[src/rtl/fetch_unit.sv]
`default_nettype none
// ============================================================================
// Module   : fetch_unit
// Purpose  : Instruction-fetch stage: PC ownership, imem req/ack, IF/ID load,
//            decode stall and redirect (including mid-request) handling.
// Revision : 1.0
// ============================================================================
module fetch_unit #(
    parameter int WIDTH = 16,
    parameter int AW    = 10
) (
    input  logic             clk,
    input  logic             reset,
    output logic             imem_req,
    output logic [AW-1:0]    imem_addr,
    input  logic             imem_ack,
    input  logic [WIDTH-1:0] imem_data,
    input  logic             stall,
    input  logic             redirect,
    input  logic [AW-1:0]    redirect_pc,
    output logic             id_valid,
    output logic [WIDTH-1:0] id_instr,
    output logic [AW-1:0]    id_pc,
    output logic [AW-1:0]    id_pcnext
);

    typedef enum logic [1:0] {
        S_RST   = 2'd0,
        S_REQ   = 2'd1,
        S_HOLD  = 2'd2,
        S_DRAIN = 2'd3
    } state_t;

    state_t           state_q;
    logic             req_q;
    logic [AW-1:0]    fa_q;
    logic [AW-1:0]    tgt_q;
    logic [WIDTH-1:0] buf_q;
    logic             id_valid_q;
    logic [WIDTH-1:0] id_instr_q;
    logic [AW-1:0]    id_pc_q;
    logic [AW-1:0]    id_pcnext_q;

    logic             can_load;
    logic [AW-1:0]    fa_inc;

    assign can_load = !id_valid_q || !stall;
    assign fa_inc   = fa_q + {{(AW-1){1'b0}}, 1'b1};

    always_ff @(posedge clk) begin
        if (!reset) begin
            state_q     <= S_RST;
            req_q       <= 1'b0;
            fa_q        <= '0;
            tgt_q       <= '0;
            buf_q       <= '0;
            id_valid_q  <= 1'b0;
            id_instr_q  <= '0;
            id_pc_q     <= '0;
            id_pcnext_q <= '0;
        end else begin
            case (state_q)
                S_RST: begin
                    state_q <= S_REQ;
                    req_q   <= 1'b1;
                end
                S_REQ: begin
                    if (redirect && imem_ack) begin
                        fa_q       <= redirect_pc;
                        id_valid_q <= 1'b0;
                    end else if (redirect) begin
                        // Request cannot be aborted: wait out the ack in DRAIN.
                        tgt_q      <= redirect_pc;
                        id_valid_q <= 1'b0;
                        state_q    <= S_DRAIN;
                    end else if (imem_ack && can_load) begin
                        id_instr_q  <= imem_data;
                        id_pc_q     <= fa_q;
                        id_pcnext_q <= fa_inc;
                        id_valid_q  <= 1'b1;
                        fa_q        <= fa_inc;
                    end else if (imem_ack) begin
                        buf_q   <= imem_data;
                        state_q <= S_HOLD;
                        req_q   <= 1'b0;
                    end
                end
                S_HOLD: begin
                    if (redirect) begin
                        fa_q       <= redirect_pc;
                        id_valid_q <= 1'b0;
                        state_q    <= S_REQ;
                        req_q      <= 1'b1;
                    end else if (can_load) begin
                        id_instr_q  <= buf_q;
                        id_pc_q     <= fa_q;
                        id_pcnext_q <= fa_inc;
                        id_valid_q  <= 1'b1;
                        fa_q        <= fa_inc;
                        state_q     <= S_REQ;
                        req_q       <= 1'b1;
                    end
                end
                S_DRAIN: begin
                    id_valid_q <= 1'b0;
                    if (redirect) begin
                        tgt_q <= redirect_pc;
                    end
                    if (imem_ack) begin
                        fa_q    <= redirect ? redirect_pc : tgt_q;
                        state_q <= S_REQ;
                    end
                end
                default: begin
                    state_q <= S_RST;
                    req_q   <= 1'b0;
                end
            endcase
        end
    end

    assign imem_req  = req_q;
    assign imem_addr = fa_q;
    assign id_valid  = id_valid_q;
    assign id_instr  = id_instr_q;
    assign id_pc     = id_pc_q;
    assign id_pcnext = id_pcnext_q;

endmodule
`default_nettype wire

[config.mk]
export PLATFORM = sky130hd
export DESIGN_NAME = fetch_unit
export DESIGN_NICKNAME = d
export VERILOG_FILES = /design/src/rtl/fetch_unit.sv
export SDC_FILE = /design/constraint.sdc
export NUM_CORES = 1
export LEC_CHECK = 0
export ABC_AREA = 1
export CORE_MARGIN = 2
export CORE_UTILIZATION = 46
export DETAILED_ROUTE_END_ITERATION = 8
export GPL_TIMING_DRIVEN = 0
export PLACE_DENSITY = 0.8
export SLEW_MARGIN = 30
export SYNTH_ARGS = -nofsm -noshare
export SYNTH_HDL_FRONTEND = slang
export SYNTH_SLANG_ARGS = --single-unit
[constraint.sdc]
create_clock -name clk -period 1.35 [get_ports clk]
set_input_delay 0.2025 -clock clk [delete_from_list [all_inputs] [get_ports clk]]
set_output_delay 0.2025 -clock clk [all_outputs]
set_load 0.005 [all_outputs]
==> results by group, run 1 <==
Routing
  – ANT nets after route: 0
  – Post-DR wirelength/cell: 17.4 µm
  – Via/cell ratio: 5.64
  – DR pass1 iterations: 5
  – DRC: 0
  – Via count: 4426
  – DR iter-0 viols: 405
  – Final wirelength: 13.7 mm

Floorplan
  – Core region area: 7690 µm²
  – DIE WIDTH: 92.9 µm
  – Row Count: 32
  – Die height: 92.9 µm
  – Die area: 8630 µm²
  – Initial core utilization: 47.3%
  – Boundary pin count: 79

Global route
  – Vias in the first global route: 4034
  – Grt total ovfl: 0
  – Largest net degree at the start of global routing: 13
  – First-pass GRT wire length: 19.0 mm
  – Initial antenna violation count: 0
  – GRT Overall Usage: 27.7%

Logic synthesis
  – Area leader, netlist: dfxtp_1
  – Mapped cell area: 3640 µm²
  – Mapped Nets: 574
  – Synth top area share: 41.8%
  – Top cells by count, synth: 128 x nand2_1, 116 x nor2_1, 76 x dfxtp_1
  – Unique cell type count in the Yosys netlist: 36
  – Post-synth EDFFs: 0
  – Area contributors post-synth: dfxtp_1 42%, nand2_1 13%, nor2_1 12%, o21ai_0 10%, inv_1 4.0%
  – Most frequent cell after synthesis: nand2_1
  – FF+latch count, synth: 76
  – Seq/Total Area, Yosys: 41.8%
  – Share of synthesized registers carrying an async set or reset: 0%
  – Post-synth top flop: dfxtp_1
  – Cells after Synth: 542
  – Yosys warnings: 0
  – Post-synthesis area per instance: 6.71 µm²

Clock tree
  – Reg clk slew, reported paths: 0.08 ns
  – CTS buffer count: 9
  – CTS tree: built
  – # H-tree levels: 3
  – Latest clock arrival within the worst-skew pair: 0.36 ns
  – Root buf cell: clkbuf_8
  – Clock buffer depth: 2
  – Cts hold-fix bufs: 0
  – CTS Sinks: 76

Worst hold path
  – Hold path startpoint: redirect
  – Worst hold path type: input pin to register

STA
  – Tcrit/Tclk final: 116%
  – Fmax achieved: 0.636 GHz
  – Worst slew margin: 50.8%
  – Min Tclk post-route: 1.57 ns
  – Setup ws final: -0.222 ns
  – Post-route setup TNS: -7.50 ns
  – Worst Skew: 0.0141 ns
  – Final setup viols: 74
  – Slew Viols, Final: 0
  – Worst Tran Pin Value: 0.738 ns
  – Fin. Hold Viols: 0
  – RSZ-0062 raised after global routing: true

Placement
  – Buffers on Ports: 78
  – Pre-CTS setup slack: -0.682 ns
  – DP HPWL: 7.14 mm
  – GP Congestion: 0.967

Layout
  – Fillers: 499
  – Fraction of layout cells with a size suffix above 1: 35.4%
  – Register area: 1580 µm²
  – Multi-input gate area: 2260 µm²
  – Synth-to-layout area growth: 59.4%
  – Util after Layout: 75.4%
  – Nets: 710
  – ANT cells: 0

Setup path
  – CP max stage delay: 0.39 ns
  – Origin of the critical flop-to-flop path: state_q[0]
  – Kind of critical path: register to register
  – Worst path required time: 1.61 ns
  – Crit Path Max Fanout: 10
  – Crit. Startpoint: state_q[0]
  – Critical path's slowest cell: dfxtp_4
  – Crit path DAT: 1.84 ns
  – CP cell instances: nor2_4 > inv_2 > clkbuf_2 > o21ai_0 > o21ai_2 > nor2_1
  – Setup crit end kind: register
  – Startpoint types: register

Status
  – Failing checks: setup timing
  – Outcome: complete, but fails checks

Power and ir drop
  – Power per cell area: 1050 nW/µm²
  – Leak Pwr: 2.64 nW
  – Maximum VDD drop: 0.926 mV
  – PnR Total Power: 6.08 mW

Flow run
  – Max-Cap Viols: 0
-- critical path, delay by kind of cell (launching register included) --
| kind | cells | cell delay [ns] |
|---|---|---|
| flops | 1 | 0.39 |
| compound gates | 2 | 0.39 |
| simple gates | 2 | 0.36 |
| buf+inv | 2 | 0.33 |
-- state kept, by name (all words and copies together) (netlist names) --
signal,count
buf_q,16
id_instr,16
id_pc,10
id_pcnext,10
imem_addr,10
tgt_q,10
state_q,2
id_valid,1
imem_req,1
-- power breakdown --
group	leakage (nW)	total, mW	internal (mW)	switching [mW]
logic	1.90	1.59	0.728	0.859
clock network	0.107	1.96	1.09	0.869
registers	0.637	2.53	2.41	0.117
-- per-stage QoR --
step / std cells / hold slack, ns / area, µm²
3_5_place_dp: 722 / 0.443 / 4550
4_1_cts: 772 / 0.442 / 5390
3_3_place_gp: 722 / 0.433 / 4550
2_1_floorplan: 542 / 0.369 / 3640
6_report: 785 / 0.428 / 5800
5_1_grt: 785 / 0.472 / 5800
-- cells by family (layout without fill, tap and decap cells) --
logic type | count (synthesis) | in the layout | share of synthesized area (%)
simple gates | 278 | 279 | 31.2
compound gates | 116 | 116 | 17.4
flops | 76 | 76 | 41.8
buf+inv | 69 | 209 | 8.81
xor+xnor | 2 | 2 | 0.482
fa+ha+maj | 1 | 1 | 0.344
-- cells in the final DEF (no fill, tap or decap), types with 2 or more instances in the layout --
master and n:
bufinv_16 2, nand4_1 2, a21oi_2 16, nand3_4 4, o211ai_1 2, clkdlybuf4s50_1 27
nand3_1 13, nor2_2 27, nand2_2 17, inv_4 3, dfxtp_4 8, buf_6 15
buf_2 5, a31oi_2 2, o21ai_4 2, clkbuf_8 11, dfxtp_1 45, dfxtp_2 23
buf_8 9, dlygate4sd2_1 49, nand2_4 8, nand2_1 107, buf_16 2, clkbuf_1 6
nand3_2 5, o21ai_2 29, clkbuf_16 2, inv_1 35, nor2_4 4, o21ai_0 29
a31oi_1 8, o21ai_1 16, clkbuf_2 5, inv_2 4, clkinvlp_4 2, a21oi_1 5
a21oi_4 2, buf_4 28, nor2_1 88
-- per-layer routing --
metal  vias up  track usage (%)  wire length [µm]
li1       2019                -                 -
met1      2051             33.4              5180
met2       283             46.4              6560
met4         0             14.8               877
met5         -                0                 0
met3        73             5.53              1080
-- area by class of cell --
cell class	count	area share (%)
inverters	44	3.30
repair inverters	1	0.108
clock buffers	12	2.50
repair buffers	123	20.4
plain buffers	25	4.08
flip-flops and latches	76	27.2
clock inverters	4	1.25
well taps	102	2.20
multi-input cells	398	38.9
-- repair_timing --
| action | 4_1_cts | 5_1_grt |
|---|---|---|
| gates cloned | 9 | 1 |
| setup buffers | 25 | 12 |
| endpoints found under the setup margin | 122 | 74 |
| gates resized for setup | 219 | 100 |
| pin swaps | 22 | 31 |
| hold endpoints to repair | 0 | 0 |
-- worst paths after layout --
path                                     to  slack (ns)  cells after the start
worst min-delay path               tgt_q[7]        0.43                      4
worst max-delay path            id_instr[1]       -0.22                      6
worst min register to register     buf_q[7]        0.45                      2
worst max register to register  id_instr[1]       -0.22                      6
Power figures use the tool's default switching activity.
==> run 2: changes to the inputs <==
- GPL_TIMING_DRIVEN: 0 -> not set
- HOLD_SLACK_MARGIN: not set -> 0.12
- SETUP_SLACK_MARGIN: not set -> 0.05
==> run 2 against run 1 <==
  * Clock skew fell by 0.0029 ns
  * First-iteration DRC count rose by 41%
  * Maximum frequency fell by 0.28%
  * Core utilization is 0.78 points higher
  * The flow still finishes with violations (setup timing)
  * Sequential share of layout area decreased by 0.11 points
  * Power rose by 4.6%
==> results by group, run 2 (synthesis gave the netlist of run 1 again) <==
Placement
  – GP Congestion: 0.890
  – Buffers on Ports: 78
  – DP HPWL: 6.96 mm

Worst hold path
  – Worst hold path type: input pin to register
  – Min-Delay Endpoint: id_pcnext[9]
  – Hold path startpoint: reset
  – Hold depth: 4

Power and ir drop
  – Maximum VDD drop: 0.658 mV
  – Power per cell area: 1080 nW/µm²
  – Leak Pwr: 2.75 nW
  – PnR Total Power: 6.35 mW

Floorplan
  – Core region area: 7690 µm²
  – DIE WIDTH: 92.9 µm
  – Die height: 92.9 µm
  – Die area: 8630 µm²
  – Row Count: 32
  – Boundary pin count: 79
  – Initial core utilization: 47.3%

Global route
  – Initial antenna violation count: 0
  – Grt total ovfl: 0
  – Vias in the first global route: 4234
  – Met2 Resource Use GR: 50.5%
  – Met1 Use GR: 35.7%
  – Gr busiest metal: met2
  – Met3 Usage GRT: 5.29%
  – GRT Overall Usage: 29.5%
  – Largest net degree at the start of global routing: 30
  – First-pass GRT wire length: 20.3 mm

Setup path
  – Worst R2R End: imem_addr[6]
  – Setup crit end kind: register
  – Worst r2r path cells: 9
  – Crit Path Max Fanout: 4
  – Worst R2R Setup Slack: -0.23 ns
  – Startpoint types: register
  – Worst path required time: 1.62 ns
  – Kind of critical path: register to register
  – Origin of the critical flop-to-flop path: imem_addr[0]
  – Crit path DAT: 1.84 ns

Status
  – Outcome: complete, but fails checks
  – Failing checks: setup timing

Clock tree
  – Root buf cell: clkbuf_8
  – CTS Sinks: 76
  – Reg clk slew, reported paths: 0.08 ns
  – CTS buffer count: 9
  – CTS tree: built
  – # H-tree levels: 3
  – Latest clock arrival within the worst-skew pair: 0.37 ns
  – Clock buffer depth: 2

STA
  – Fin. Hold Viols: 0
  – Slew Viols, Final: 0
  – Worst Skew: 0.0112 ns
  – Fmax achieved: 0.635 GHz
  – Min Tclk post-route: 1.58 ns
  – Worst Tran Pin Value: 0.464 ns
  – RSZ-0062 raised after global routing: true
  – Tcrit/Tclk final: 117%
  – Worst hold slack: 0.323 ns
  – Final setup viols: 50
  – Worst slew margin: 69.0%
  – Setup ws final: -0.226 ns

Routing
  – Post-DR wirelength/cell: 17.6 µm
  – Via count: 4645
  – DRC: 0
  – DR pass1 iterations: 5
  – ANT nets after route: 0
  – DR iter-0 viols: 570
  – Via/cell ratio: 5.78
  – Final wirelength: 14.2 mm

Flow run
  – Max-Cap Viols: 0

Layout
  – Nets: 728
  – ANT cells: 0
  – Most common cell after layout, fill and taps aside: nand2_1
  – Fraction of layout cells with a size suffix above 1: 35.9%
  – Highest-count cells in the layout ignoring fill and taps: 108 x nand2_1, 79 x nor2_1, 66 x buf_4
  – Synth-to-layout area growth: 61.1%
run 2: cell types whose count changed in the layout (fill, tap and decap cells not counted), sizes merged:
cell	before	now
buf	60	89
clkbuf	24	9
clkdlybuf4s15	0	2
inv	43	45
bufinv	2	3
clkinv	2	1
clkinvlp	2	3
dlygate4sd2	49	48
nand2	132	133
nand3	22	21
run 2: power breakdown:
part	internal, mW	switching [mW]	leakage [nW]
clock	1.24	0.941	0.116
combinational	0.762	0.884	2.00
sequential	2.42	0.110	0.640
run 2: final cells by class:
cell class	count	area, µm²
Inverter	44	191
Clock buffer	9	124
Timing Repair inverter	1	16.3
Fill cell	467	1830
Clock inverter	7	123
Multi-Input combinational cell	398	2160
Sequential cell	76	1590
Timing Repair Buffer	166	1530
Tap cell	102	128
run 2: worst max path at each step:
stage	startpoint	end	slack, ns	cells past startpoint
after detailed placement	redirect	tgt_q[9]	-0.42	7
after floorplan	state_q[1]	id_pcnext[2]	0.04	10
final	imem_addr[0]	imem_addr[6]	-0.23	9
after CTS	state_q[1]	id_instr[8]	-0.1	10
after global placement	redirect	tgt_q[0]	-0.37	7
after global routing	state_q[1]	imem_addr[4]	-0.32	8
run 2: worst max-delay path: stages (launching register included):
cell and delay, ns:
dfxtp_2 0.35, buf_4 0.14, ha_4 0.15, nand2_2 0.11
inv_1 0.15, nand3_2 0.16, nand3_1 0.15, nand3_1 0.12
nor2_1 0.12, nor2_1 0.04
run 2: stage by stage:
| stage | instances | setup TNS (ns) | cell area, µm² | setup WS (ns) | utilization, % |
|---|---|---|---|---|---|
| 3_3_place_gp | 750 | -23.68 | 4830 | -0.375 | 62.8 |
| 3_5_place_dp | 750 | -26.40 | 4830 | -0.419 | 62.8 |
| 6_report | 803 | -5.37 | 5860 | -0.226 | 76.2 |
| 5_1_grt | 803 | -9.10 | 5860 | -0.318 | 76.2 |
| 2_1_floorplan | 542 | 0 | 3640 | 0.0381 | - |
| 4_1_cts | 801 | -1.71 | 5690 | -0.0962 | 74.0 |
run 2: routing by layer:
| layer | wire length, µm | vias up | part of all wire [%] |
|---|---|---|---|
| met5 | 0 | - | 0 |
| met4 | 780 | 0 | 5.5 |
| met3 | 1260 | 96 | 8.9 |
| met2 | 6770 | 367 | 48 |
| met1 | 5360 | 2130 | 38 |
| li1 | - | 2052 | - |
run 2: repair_timing:
item / CTS / global route
cloned: 4 / 0
resized for setup: 210 / 69
hold buffers: 0 / 0
pin swaps: 48 / 24
setup endpoints to repair: 110 / 75
buffers inserted: 34 / 5
